$ cat config.mk
export PLATFORM = sky130hd
export DESIGN_NAME = cache_line_reader
export DESIGN_NICKNAME = d
export VERILOG_FILES = /design/src/rtl/cache_pkg.sv /design/src/rtl/cache_line_reader_line_buffer.sv /design/src/rtl/cache_line_reader.sv
export SDC_FILE = /design/constraint.sdc
export NUM_CORES = 1
export LEC_CHECK = 0
export ABC_CLOCK_PERIOD_IN_PS = 5200
export BUFFER_PORTS_ARGS = -buffer_cell sky130_fd_sc_hd__buf_2
export CAP_MARGIN = 20
export CORE_AREA = 2 2 268 270
export CTS_CLUSTER_DIAMETER = 100
export DETAILED_ROUTE_END_ITERATION = 16
export DIE_AREA = 0 0 270 272
export PLACE_DENSITY = 0.59
export SLEW_MARGIN = 20
export SYNTH_ARGS = -nofsm -noshare
export SYNTH_HDL_FRONTEND = slang
export SYNTH_SLANG_ARGS = --single-unit
$ cat constraint.sdc
create_clock -name clk -period 5.2 [get_ports clk]
set_clock_uncertainty 0.15 [all_clocks]
set_input_delay 0.52 -clock clk [delete_from_list [all_inputs] [get_ports clk]]
set_output_delay 0.52 -clock clk [all_outputs]
set_load 0.01 [all_outputs]
$ cat src/rtl/cache_pkg.sv
// Shared types and constants for the cache line-fill reader.
package cache_pkg;

    typedef enum logic [1:0] {
        ST_IDLE = 2'd0,
        ST_ADDR = 2'd1,
        ST_DATA = 2'd2,
        ST_DONE = 2'd3
    } t_line_rd_state;

    localparam logic [1:0] AXI_BURST_INCR = 2'b01;
    localparam logic [1:0] AXI_RESP_OKAY  = 2'b00;

    localparam int DEF_ADDR_WIDTH  = 64;
    localparam int DEF_DATA_WIDTH  = 32;
    localparam int DEF_BLOCK_WORDS = 16;

endpackage

$ cat src/rtl/cache_line_reader_line_buffer.sv
// Beat-slot storage for one cache line with indexed write decode.
module line_buffer #(
    parameter int DATA_WIDTH  = 32,
    parameter int BLOCK_WORDS = 16,
    parameter int IDX_W       = $clog2(BLOCK_WORDS)
) (
    input  logic                              clk,
    input  logic                              arstn,
    input  logic                              i_we,
    input  logic [IDX_W-1:0]                  i_idx,
    input  logic [DATA_WIDTH-1:0]             i_wdata,
    input  logic                              i_clr,
    output logic [BLOCK_WORDS*DATA_WIDTH-1:0] o_block
);

    logic [BLOCK_WORDS-1:0][DATA_WIDTH-1:0] slot_q, slot_d;

    // Clear and write may coincide: the write wins for its own slot.
    always_comb begin
        slot_d = slot_q;
        if (i_clr) slot_d = '0;
        for (int k = 0; k < BLOCK_WORDS; k++) begin
            if (i_we && (i_idx == IDX_W'(k))) slot_d[k] = i_wdata;
        end
    end

    always_ff @(posedge clk or negedge arstn) begin
        if (!arstn) slot_q <= '0;
        else        slot_q <= slot_d;
    end

    assign o_block = slot_q;

endmodule

$ cat src/rtl/cache_line_reader.sv
// AXI4 line-fill reader: one INCR burst per request, assembled into a full line.
// Optional rresp/rlast checking is enabled by defining CACHE_LINE_READER_RRESP_CHECK_EN.
module cache_line_reader
    import cache_pkg::*;
#(
    parameter int ADDR_WIDTH  = DEF_ADDR_WIDTH,
    parameter int DATA_WIDTH  = DEF_DATA_WIDTH,
    parameter int BLOCK_WORDS = DEF_BLOCK_WORDS
) (
    input  logic                              clk,
    input  logic                              arstn,
    input  logic                              i_start_read,
    input  logic [ADDR_WIDTH-1:0]             i_addr,
    output logic                              o_r_last,
    output logic [BLOCK_WORDS*DATA_WIDTH-1:0] o_data_block,
    output logic                              o_arvalid,
    input  logic                              i_arready,
    output logic [ADDR_WIDTH-1:0]             o_araddr,
    output logic [7:0]                        o_arlen,
    output logic [2:0]                        o_arsize,
    output logic [1:0]                        o_arburst,
    input  logic                              i_rvalid,
    output logic                              o_rready,
    input  logic [DATA_WIDTH-1:0]             i_rdata,
    input  logic                              i_rlast,
    input  logic [1:0]                        i_rresp,
    output logic                              o_access_fault
);

    localparam int IDX_W      = $clog2(BLOCK_WORDS);
    localparam int LINE_BYTES = BLOCK_WORDS * DATA_WIDTH / 8;
    localparam int OFFS_W     = $clog2(LINE_BYTES);
    localparam logic [ADDR_WIDTH-1:0] ALIGN_MASK = {ADDR_WIDTH{1'b1}} << OFFS_W;
    localparam logic [IDX_W-1:0]      LAST_IDX   = IDX_W'(BLOCK_WORDS - 1);

    t_line_rd_state          state_q, state_d;
    logic [IDX_W-1:0]        cnt_q, cnt_d;
    logic [ADDR_WIDTH-1:0]   addr_q, addr_d;
    logic                    beat_we;
    logic                    fill_start;

    always_comb begin
        state_d    = state_q;
        cnt_d      = cnt_q;
        addr_d     = addr_q;
        beat_we    = 1'b0;
        fill_start = 1'b0;
        o_arvalid  = 1'b0;
        o_rready   = 1'b0;
        o_r_last   = 1'b0;
        unique case (state_q)
            ST_IDLE: begin
                if (i_start_read) begin
                    fill_start = 1'b1;
                    addr_d     = i_addr & ALIGN_MASK;
                    cnt_d      = '0;
                    state_d    = ST_ADDR;
                end
            end
            ST_ADDR: begin
                o_arvalid = 1'b1;
                if (i_arready) state_d = ST_DATA;
            end
            ST_DATA: begin
                o_rready = 1'b1;
                // Completion follows our own beat count; rlast is only a cross-check.
                if (i_rvalid) begin
                    beat_we = 1'b1;
                    cnt_d   = cnt_q + 1'b1;
                    if (cnt_q == LAST_IDX) state_d = ST_DONE;
                end
            end
            ST_DONE: begin
                o_r_last = 1'b1;
                state_d  = ST_IDLE;
            end
            default: state_d = ST_IDLE;
        endcase
    end

    always_ff @(posedge clk or negedge arstn) begin
        if (!arstn) begin
            state_q <= ST_IDLE;
            cnt_q   <= '0;
            addr_q  <= '0;
        end else begin
            state_q <= state_d;
            cnt_q   <= cnt_d;
            addr_q  <= addr_d;
        end
    end

    assign o_araddr  = addr_q;
    assign o_arlen   = 8'(BLOCK_WORDS - 1);
    assign o_arsize  = 3'($clog2(DATA_WIDTH / 8));
    assign o_arburst = AXI_BURST_INCR;

    // Previous line stays visible until beat 0 of the next fill lands; then stale beats are wiped.
    line_buffer #(
        .DATA_WIDTH  (DATA_WIDTH),
        .BLOCK_WORDS (BLOCK_WORDS),
        .IDX_W       (IDX_W)
    ) u_line_buffer (
        .clk     (clk),
        .arstn   (arstn),
        .i_we    (beat_we),
        .i_idx   (cnt_q),
        .i_wdata (i_rdata),
        .i_clr   (beat_we && (cnt_q == '0)),
        .o_block (o_data_block)
    );

`ifdef CACHE_LINE_READER_RRESP_CHECK_EN
    logic fault_q, fault_d;

    always_comb begin
        fault_d = fault_q;
        if (fill_start)
            fault_d = 1'b0;
        else if (beat_we && ((i_rresp != AXI_RESP_OKAY) || (i_rlast != (cnt_q == LAST_IDX))))
            fault_d = 1'b1;
    end

    always_ff @(posedge clk or negedge arstn) begin
        if (!arstn) fault_q <= 1'b0;
        else        fault_q <= fault_d;
    end

    assign o_access_fault = fault_q;
`else
    logic unused_rchk;
    assign unused_rchk    = ^{i_rresp, i_rlast, fill_start};
    assign o_access_fault = 1'b0;
`endif

endmodule

==> results.md <==
- The flow ran to the end, and the final reports show no timing, DRC or antenna violations.
- The maximum fanout along the worst path is 22.
- After synthesis, flip-flops and latches occupy 68.68% of the total area.
- The insertion delay of the later-clocked pin in the worst-skew pair is 620 ps.
- The post-detailed-route count of antenna-violating nets is 0.
- For this run, the detailed router's first-pass iteration total came to 5.
- The number of enable flip-flop cells after synthesis is 0.
- STA classifies the critical path endpoint as a flip-flop.
- After clock tree synthesis, the clock-pin slew on the worst setup and hold paths is 60 ps.
- In the final routed layout, each cell accounts on average for roughly 26 um.
- After detailed placement, the design holds a cell count of 2953.
- Counting every sink on the clock net gives 576.
- Global routing finished with a remaining overflow of 0.
- The number of antenna violations at the first check in global routing is 2.
- Measured on the finished design, the core utilization comes to around 40%.
- The final estimated routing congestion in global placement is 0.7927.
- The H-tree was split into 2 levels.
- The number of remaining DRC errors is 0.
- The worst pin sits at a relative slew slack of 24.41%.
- The register bit total from synthesis is 576.
- The slew of the pin with the lowest slew margin is 1131 ps.
- Of all cell types, the one taking the most synthesized area is sky130_fd_sc_hd__dfrtp_1.
- Max-cap violations in this run came to 0.
- Setup violations remaining at the end of the flow were counted as 0.
- The layout-stage area growth over the synthesis result is 33.77%.
- The worst-case setup margin in the final layout is 2120 ps.
- Counting every instance in the synthesized netlist gives 1451.
- The total chip power is 13.62 mW.
- The total area inside the core boundary comes to 0.07075 mm2.
- For this design the top-level I/O count stands at 697.
- The placed wire-length estimate is 53.69 mm.
- The global-route usage over all layers is around 22%.
- The floorplan has roughly 100 rows.
- The category of the most critical setup path is reg2reg.
- By area the synthesized netlist is led by sky130_fd_sc_hd__dfrtp_1, sky130_fd_sc_hd__a22o_1, sky130_fd_sc_hd__mux2_2.
- The root cell of the clock tree is sky130_fd_sc_hd__clkbuf_16.
- Hold is met by between 60 and 70 ps.
- The required time reported for the critical path endpoint is 5550 ps.
- The final layout contains 2241 nets.
- In this run the static leakage power is 14.95 nW.
- The initial utilization of the core area, before any placement, comes to 29.66%.
- After synthesis, the mean cell area works out to 14.46 um2.
- The global-route wire length before repair is 118.5 mm.
- The number of different library cells used by synthesis comes to 26.
- Based on the critical path, the design can be clocked at up to ~0.32 GHz.
- The share of synthesized area in the top cell type comes to 68.68%.
- Across the VDD grid, the largest voltage drop is 0.3516 mV.
- Buffers inserted during clock tree synthesis total between 60 and 70.
- Summing every instance area after synthesis gives around 0.021 mm2.
- TritonCTS built the clock tree.
- The via count of the first global-routing pass is 16.63k.
- Entering global routing, the biggest net connects 139 pins.
- For the final routed database, the setup TNS stands at 0 ps.
- The number of max-slew violations in the final report was 0.
- The floorplan die area is approximately 0.073 mm2.
- The number of hold violations in the final report is 0.
- The longest clock path from root to sink contains 3 buffers.
- The worst setup path is launched from a flip-flop.
- The count of yosys warnings during synthesis is 0.
- The most used flip-flop cell after synthesis is sky130_fd_sc_hd__dfrtp_1.
- The die width is 270 um.
- In the routed layout, each cell is associated on average with a via count of 5.219.
- The routed design has 82.49 mm of wire.
- The total power per unit cell area is 485.2 mW/mm2.
- The share of the clock period used by the worst path is 59.22%.
- Measured along the y axis, the die boundary spans 272 um.
- The number of standard cells in the final layout excluding fillers is approximately 3.1k.
- Of all flip-flops after synthesis, the portion carrying an async set or reset was 100.0%.
- The minimum setup slack after placement is 1933 ps.
- The worst hold-check path type is in2reg.
- In this run the tool buffered the top-level ports with 667 buffer cells.
- Setup repair after global routing left no endpoint under its margin.
- The fraction of layout cells with a size suffix above 1 is 42.41%.
- The post-route cell area is 0.02807 mm2.
- Summing all placed instances gives a cell area of roughly 0.025 mm2.
- The arrival time at the worst endpoint is about 3400 ps.
- Summing over every cut layer, the via total after detailed routing is roughly 16k.
- Once the clock tree was built, the setup fixing pass inserted 0 buffers.
- The final critical delay including setup and external delays is a little over 3000 ps.
- The number of design-rule violations left by the first detailed-router iteration is 1201.
==> cell usage in the layout, fill, tap and decap left out, types with 7 or more instances in the layout <==
| master | Yosys | layout |
|---|---|---|
| sky130_fd_sc_hd__buf_2 | 37 | 666 |
| sky130_fd_sc_hd__dfrtp_1 | 576 | 576 |
| sky130_fd_sc_hd__a22o_1 | 451 | 451 |
| sky130_fd_sc_hd__mux2_2 | 91 | 91 |
| sky130_fd_sc_hd__nand2_1 | 72 | 71 |
| sky130_fd_sc_hd__clkbuf_16 | 0 | 61 |
| sky130_fd_sc_hd__dlygate4sd3_1 | 0 | 59 |
| sky130_fd_sc_hd__o21ai_0 | 37 | 37 |
| sky130_fd_sc_hd__buf_4 | 23 | 23 |
| sky130_fd_sc_hd__conb_1 | 2 | 20 |
| sky130_fd_sc_hd__nor2_4 | 0 | 16 |
| sky130_fd_sc_hd__clkinv_2 | 0 | 14 |
| sky130_fd_sc_hd__clkbuf_8 | 0 | 13 |
| sky130_fd_sc_hd__clkbuf_1 | 98 | 10 |
| sky130_fd_sc_hd__ha_1 | 8 | 8 |
| sky130_fd_sc_hd__buf_12 | 0 | 8 |
| sky130_fd_sc_hd__inv_1 | 7 | 7 |
==> critical path: stages (launching register included) <==
cell and delay (ps):
sky130_fd_sc_hd__dfrtp_1 410, sky130_fd_sc_hd__inv_1 90, sky130_fd_sc_hd__ha_1 240, sky130_fd_sc_hd__buf_4 230, sky130_fd_sc_hd__nand2_1 290, sky130_fd_sc_hd__nor3_4 810
sky130_fd_sc_hd__nor2_4 250, sky130_fd_sc_hd__buf_12 250, sky130_fd_sc_hd__a22o_1 200
==> Yosys cell counts (6+ instances only) <==
cell type / instances
sky130_fd_sc_hd__o21ai_0: 37
sky130_fd_sc_hd__buf_4: 23
sky130_fd_sc_hd__buf_2: 37
sky130_fd_sc_hd__a22o_1: 451
sky130_fd_sc_hd__mux2_2: 91
sky130_fd_sc_hd__nor2_1: 18
sky130_fd_sc_hd__nand3_1: 6
sky130_fd_sc_hd__clkbuf_1: 98
sky130_fd_sc_hd__nand2_1: 72
sky130_fd_sc_hd__inv_1: 7
sky130_fd_sc_hd__ha_1: 8
sky130_fd_sc_hd__dfrtp_1: 576
==> layer usage <==
metal,global-route usage [%],wire length [um],up-vias
li1,-,-,6706
met1,27.50,33690,8566
met2,35.69,38940,882
met3,5.854,6663,194
met4,7.997,3188,2
met5,0,13,-
==> flip-flops by register name, indices dropped and copies added (netlist names) <==
register               count
o_araddr                  58
state_q                    2
u_line_buffer.o_block    512
cnt_q                      4
==> report_power, final <==
| part | switching [mW] | internal, mW | total (mW) |
|---|---|---|---|
| Clock | 1.88 | 2.65 | 4.53 |
| Sequential | 0.431 | 5.25 | 5.68 |
| Combinational | 2.03 | 1.38 | 3.42 |
==> worst paths after layout <==
kind | slack [ps] | cells past startpoint | end | startpoint
worst max-delay path | 2120 | 8 | u_line_buffer.o_block[330] | state_q[0]
worst min-delay path | 70 | 3 | state_q[0] | i_arready
worst max register to register | 2120 | 8 | u_line_buffer.o_block[330] | state_q[0]
worst min register to register | 330 | 2 | u_line_buffer.o_block[270] | u_line_buffer.o_block[270]
max in group asynchronous | 3130 | 3 | o_araddr[56] | arstn
min in group asynchronous | 390 | 2 | u_line_buffer.o_block[395] | arstn
==> logic make-up (layout without fill, tap and decap cells) <==
logic type | Yosys count | after routing | synth area share (%)
buffers and inverters | 168 | 880 | 3.673
DFF | 576 | 576 | 68.68
muxes | 91 | 91 | 4.883
adders and majority gates | 8 | 8 | 0.4770
AOI/OAI and AO/OA | 491 | 491 | 19.80
and+or+nand+nor | 115 | 115 | 2.450
other | 2 | 22 | 0.03579
==> repair_timing <==
item                                   in CTS  in global routing
hold buffers                               59                  0
endpoints found under the hold margin     166                  0
resized for setup                           0                  0
==> layout make-up <==
cell class	count	area, um2
Fill cell	6697	42680
Sequential cell	576	14410
Clock buffer	84	1743
Timing Repair Buffer	758	4299
Inverter	7	26.28
Multi-Input combinational cell	725	6041
Tap cell	950	1189
Clock inverter	31	357.8
Antenna cell	2	5.005
Note: power is estimated with default switching activity, not from simulation.
